**config.mk**
```make
export PLATFORM = sky130hd
export DESIGN_NAME = sam_seq_ctrl
export DESIGN_NICKNAME = d
export VERILOG_FILES = /design/src/rtl/sam_seq_ctrl.sv
export SDC_FILE = /design/constraint.sdc
export NUM_CORES = 1
export LEC_CHECK = 0
export ABC_AREA = 1
export CAP_MARGIN = 20
export CORE_MARGIN = 2
export CORE_UTILIZATION = 40
export DETAILED_ROUTE_END_ITERATION = 10
export PLACE_DENSITY = 0.69
export SLEW_MARGIN = 20
export SYNTH_ARGS = -nofsm -noshare
export SYNTH_HDL_FRONTEND = slang
export SYNTH_SLANG_ARGS = --single-unit
```
**constraint.sdc**
```tcl
create_clock -name clk -period 3.9 [get_ports clk]
set_input_delay 0.78 -clock clk [delete_from_list [all_inputs] [get_ports clk]]
set_output_delay 0.78 -clock clk [all_outputs]
set_load 0.02 [all_outputs]
```
**src/rtl/sam_seq_ctrl.sv**
```systemverilog
// sam_seq_ctrl: sequential signed multiplier controller.
// Shift-and-accumulate over operand magnitudes, one multiplier bit per clock,
// with the sign applied in a single final step. Latency is fixed at WIDTH+2
// edges from accept to the done cycle, regardless of operand values.
module sam_seq_ctrl #(
    parameter int WIDTH = 32
) (
    input  logic                 clk,
    input  logic                 rst,
    input  logic                 start,
    input  logic [WIDTH-1:0]     a,
    input  logic [WIDTH-1:0]     b,
    output logic                 ready,
    output logic                 busy,
    output logic                 done,
    output logic [2*WIDTH-1:0]   result
);

    localparam int CNT_W = $clog2(WIDTH) + 1;
    localparam logic [CNT_W-1:0] CNT_ONE  = CNT_W'(1);
    localparam logic [CNT_W-1:0] CNT_LAST = CNT_W'(WIDTH - 1);

    typedef enum logic [1:0] {
        IDLE = 2'd0,
        CALC = 2'd1,
        SIGN = 2'd2,
        DONE = 2'd3
    } state_t;

    state_t             state_q, state_d;
    logic [WIDTH-1:0]   mcand_q, mcand_d;
    logic [WIDTH-1:0]   mplier_q, mplier_d;
    logic               neg_q, neg_d;
    logic [2*WIDTH-1:0] acc_q, acc_d;
    logic [CNT_W-1:0]   count_q, count_d;
    logic               ready_q, ready_d;
    logic               busy_q, busy_d;
    logic               done_q, done_d;
    logic [2*WIDTH-1:0] result_q, result_d;

    logic [WIDTH-1:0]   a_mag;
    logic [WIDTH-1:0]   b_mag;
    logic [2*WIDTH-1:0] addend;

    // Operand magnitudes and the shifted partial product for this iteration.
    // Negating -2^(W-1) wraps back to the same bit pattern, which read as
    // unsigned is exactly 2^(W-1), so no extra bit is needed.
    always_comb begin
        a_mag  = a[WIDTH-1] ? -a : a;
        b_mag  = b[WIDTH-1] ? -b : b;
        addend = {{WIDTH{1'b0}}, mcand_q} << count_q;
    end

    // Next-state and next-output logic; outputs are registered alongside state.
    always_comb begin
        state_d  = state_q;
        mcand_d  = mcand_q;
        mplier_d = mplier_q;
        neg_d    = neg_q;
        acc_d    = acc_q;
        count_d  = count_q;
        ready_d  = ready_q;
        busy_d   = busy_q;
        done_d   = 1'b0;
        result_d = result_q;

        case (state_q)
            IDLE, DONE: begin
                if (start) begin
                    mcand_d  = a_mag;
                    mplier_d = b_mag;
                    neg_d    = a[WIDTH-1] ^ b[WIDTH-1];
                    acc_d    = '0;
                    count_d  = '0;
                    state_d  = CALC;
                    ready_d  = 1'b0;
                    busy_d   = 1'b1;
                end else begin
                    state_d  = IDLE;
                    ready_d  = 1'b1;
                    busy_d   = 1'b0;
                end
            end
            CALC: begin
                // Always runs all WIDTH iterations so latency never depends on data.
                if (mplier_q[0]) begin
                    acc_d = acc_q + addend;
                end
                mplier_d = mplier_q >> 1;
                count_d  = count_q + CNT_ONE;
                if (count_q == CNT_LAST) begin
                    state_d = SIGN;
                end
            end
            SIGN: begin
                // A zero magnitude negates to zero, so neg needs no special case.
                result_d = neg_q ? -acc_q : acc_q;
                done_d   = 1'b1;
                state_d  = DONE;
                ready_d  = 1'b1;
                busy_d   = 1'b0;
            end
            default: begin
                state_d = IDLE;
                ready_d = 1'b1;
                busy_d  = 1'b0;
            end
        endcase
    end

    // State and output registers; reset abandons any operation in flight.
    always_ff @(posedge clk) begin
        if (rst) begin
            state_q  <= IDLE;
            mcand_q  <= '0;
            mplier_q <= '0;
            neg_q    <= 1'b0;
            acc_q    <= '0;
            count_q  <= '0;
            ready_q  <= 1'b1;
            busy_q   <= 1'b0;
            done_q   <= 1'b0;
            result_q <= '0;
        end else begin
            state_q  <= state_d;
            mcand_q  <= mcand_d;
            mplier_q <= mplier_d;
            neg_q    <= neg_d;
            acc_q    <= acc_d;
            count_q  <= count_d;
            ready_q  <= ready_d;
            busy_q   <= busy_d;
            done_q   <= done_d;
            result_q <= result_d;
        end
    end

    assign ready  = ready_q;
    assign busy   = busy_q;
    assign done   = done_q;
    assign result = result_q;

endmodule
```
==> Flow_metrics.wiki <==
{| class="wikitable"
! Metric !! Value
|-
| Area enclosed by the die boundary || 47,500 µm²
|-
| Number of fill cells in the layout || 4,905
|-
| DRC Markers || 0
|-
| Routability congestion estimate from global placement || 1.05
|-
| Fraction of final layout cells with drive strength greater than 1 || 10.5%
|-
| CTS Sinks || 204
|-
| Standard cell core area || 45,300 µm²
|-
| Initial core utilization || 40.5%
|-
| Buffer and inverter count on the worst path || 6
|-
| Critical path required time || between 4 and 5 ns
|-
| Arrival @ worst endpoint || approximately 4 ns
|-
| Syn Inst Count || 3,126
|-
| Peak per-stage delay on the critical path || between 0.3 and 0.4 ns
|-
| Origin of the worst setup path || count_q[0]
|-
| Overflow left after global routing || 0
|-
| Synthesized flop and latch total || 204
|-
| Hold buffer count at CTS || 0
|-
| DR vias/cell || 5.34
|-
| Share of the clock period used by the worst path after layout || 94.5%
|-
| Startpoint class of the critical path || register
|-
| Count of distinct cell types in the synthesized netlist || slightly below 60
|-
| Most used DFF post-synth || dfxtp_1
|-
| Via count of the first global-routing pass || 19,100
|-
| GRT Resource Usage Total || 27.8%
|-
| HP Start || busy
|-
| Maximum achievable frequency || 0.271 GHz
|-
| Die width || 218 µm
|-
| Starting DRT DRC Count || roughly 1,600
|-
| Area Growth Syn to Fin || 20.6%
|-
| First-pass GRT wire length || 104 mm
|-
| Cell with the most instances on the worst path || nand2_1
|-
| Setup clock skew after layout || 0.0365 ns
|-
| Number of clock buffers inserted by TritonCTS || 26
|-
| Part of the Yosys area used for sequential elements || 22.3%
|-
| Max Fanout on Critical Path || 21
|-
| Worst-margin pin slew || 1.03 ns
|-
| Maximum number of pins on one net before global-route repair || 117
|-
| Worst-Skew Late Latency || 0.57 ns
|-
| Unrepaired setup endpoints after global routing || true
|-
| Max Transition Viols Final || 0
|-
| Clock root buffer || clkbuf_16
|-
| Post-route cell area || 22,100 µm²
|-
| R2r startpoint || count_q[0]
|-
| Total power density per cell area || 473 nW/µm²
|-
| Maximum vdd ir drop || 0.334 mV
|-
| Cell breakdown of the critical path || inv_1 -> buf_12 -> nand2_1 -> nand2_1 -> nor2_1 -> a31oi_1 -> o21ai_1 -> nand2_1 -> o21ai_1 -> nand2_1 -> o21ai_0 -> nor2_1 -> buf_4 -> ha_1 -> a21oi_1 -> o21ai_0 -> inv_1 -> nand2_1 -> o21bai_1 -> buf_4 -> buf_4 -> or2_0 -> nand3_1 -> a21oi_1
|-
| Post-layout power || 10.5 mW
|-
| Cell with the biggest individual delay on the critical path || dfxtp_2
|-
| Count of flip-flops with a built-in enable after synthesis || 0
|-
| CTS HTree Levels || 1
|-
| Max-slew headroom || 31.7%
|-
| Class of the most critical hold timing path || register to register
|-
| Total Routed Length || 68.0 mm
|-
| Leading cell type in the layout, fill and taps excluded || nand2_1
|-
| CP Capture Type || register
|-
| Pleak || 10.3 nW
|-
| Count of endpoints failing hold in the final timing report || 0
|-
| Cell family with most CP delay || compound AO/OA/AOI/OAI gates
|-
| Post-layout net count || around 3,400
|-
| Number of rows in the core area || 78
|-
| Most used cells in the layout excluding fill and tap cells || nand2_1, nor2_1, inv_1
|-
| Overall via count from detail_route || 20,900
|-
| # IOs || 134
|-
| Number of port buffers || 133
|-
| Max Root-Sink Buffers || 3
|-
| Share of flip-flops with an asynchronous set or reset after synthesis || 0%
|-
| Setup CP Type || register to register
|-
| Detailed placer's ending HPWL || 54.0 mm
|-
| Average routed wire per standard cell || approximately 17 µm
|-
| Die H || 218 µm
|-
| Syn_area_per_cell || roughly 6 µm²
|-
| Status || finished, final reports clean
|-
| Post-detailed-placement cell area || 20,900 µm²
|-
| Number of antenna diodes || 0
|-
| Detail Route Antenna Nets || 0
|-
| Reported max-cap violation count || 0
|-
| Antenna violations before repair || 1
|-
| Setup violation total in the final timing report || 0
|-
| Netlist Area Pre-Place || ~18,000 µm²
|-
| Number of nets produced by synthesis || 3,264
|-
| Clock tree from TritonCTS || built
|-
| Synthesis warning total || 0
|-
| Clock transition at the registers of the reported paths || 0.06 ns
|-
| Pre-antenna DRT Iters || 6
|-
| Period minus WS final || 3.69 ns
|}
routing by layer:
metal  vias up  wire length [µm]  track usage (%)  part of all wire (%)
li1      10600                 -                -                     -
met1      9427             29700             36.0                    44
met2       715             30500             45.5                    45
met3       160              4220             3.51                   6.2
met4         0              3640             13.8                   5.4
met5         -                 0                0                     0
registers in the layout (all words and copies together), names as in the netlist:
| signal | count |
|---|---|
| mcand_q | 32 |
| result | 64 |
| mplier_q | 32 |
| busy | 1 |
| count_q | 6 |
| neg_q | 1 |
| state_q | 2 |
| acc_q | 64 |
| ready | 1 |
| done | 1 |
synthesized netlist by cell type, types with 3 or more instances:
cell type | count | area [µm²]
a21o_1 | 5 | 37.5
a21oi_1 | 283 | 1420
a21oi_2 | 4 | 35.0
a31oi_1 | 16 | 100
buf_1 | 11 | 41.3
buf_2 | 31 | 155
buf_4 | 4 | 30.0
buf_6 | 3 | 33.8
clkbuf_1 | 73 | 274
dfxtp_1 | 204 | 4080
ha_1 | 70 | 876
inv_1 | 343 | 1290
inv_2 | 12 | 45.0
nand2_1 | 821 | 3080
nand2_2 | 10 | 62.6
nand3_1 | 217 | 1090
nand3_2 | 6 | 60.1
nand3b_1 | 15 | 113
nand4_1 | 26 | 163
nor2_1 | 386 | 1450
nor2_2 | 14 | 87.6
nor2_4 | 8 | 90.1
nor3_1 | 42 | 210
nor3_2 | 7 | 70.1
nor3_4 | 4 | 65.1
nor4_1 | 9 | 56.3
o211ai_1 | 27 | 203
o21a_1 | 8 | 60.1
o21ai_0 | 243 | 1220
o21ai_1 | 16 | 80.1
o21ai_2 | 7 | 61.3
o21bai_1 | 20 | 150
o221ai_1 | 18 | 158
o22ai_1 | 11 | 68.8
o31ai_1 | 4 | 30.0
or2_0 | 3 | 18.8
or2_2 | 28 | 175
xnor2_1 | 13 | 114
xor2_1 | 75 | 657
cells by family (layout without fill, tap and decap cells):
group / count (synthesis) / count (layout) / synth area share, %
compound gates: 673 / 673 / 20.3
xor+xnor: 88 / 88 / 4.21
fa+ha+maj: 71 / 71 / 4.89
buf+inv: 480 / 668 / 10.3
flops: 204 / 204 / 22.3
mux: 2 / 2 / 0.109
simple gates: 1608 / 1608 / 38.0
per-stage QoR:
stage               TNS [ns]  util, %  hold WS, ns  cells  setup WS (ns)
floorplan                  0        -        0.446   3126          0.922
global placement           0     46.2        0.447   3865         0.0584
detailed placement         0     46.2        0.458   3865         0.0498
CTS                        0     48.2        0.467   3910         0.0316
global route          -0.168     48.8        0.495   3914        -0.0514
finish                     0     48.8        0.465   3914          0.214
path summary, 6_finish.rpt:
kind | depth (start not counted) | slack [ns] | endpoint
setup / recovery | 24 | 0.21 | acc_q[18]
hold / removal | 2 | 0.46 | busy
setup reg to reg | 24 | 0.21 | acc_q[18]
hold reg to reg | 2 | 0.46 | busy
what timing repair did:
action | in CTS | in global routing
buffers inserted | 0 | 4
endpoints found under the setup margin | 0 | 45
endpoints found under the hold margin | 0 | 0
resized for setup | 0 | 106
worst reg2reg max path, delay by kind of cell, from the launching register on:
family          cells  cell delay (ns)
simple gates        9             0.87
fa+ha+maj           1             0.32
flops               1             0.35
compound gates      8             1.23
buf+inv             6             0.80
layout make-up:
cell class / count / area, µm² / area share [%]
Clock buffer: 33 / 718 / 3.25
Sequential cell: 204 / 4090 / 18.5
Timing Repair Buffer: 265 / 2390 / 10.8
Tap cell: 600 / 751 / 3.40
Inverter: 358 / 1350 / 6.09
Clock inverter: 12 / 200 / 0.906
Multi-Input combinational cell: 2442 / 12600 / 57.0
report_power, final:
group	total [mW]	internal [mW]	switching, mW
sequential	2.74	2.49	0.247
clock	2.63	1.63	1.00
combinational	5.09	1.80	3.28
total	10.5	5.92	4.53
(Power assumes the default switching activity.)
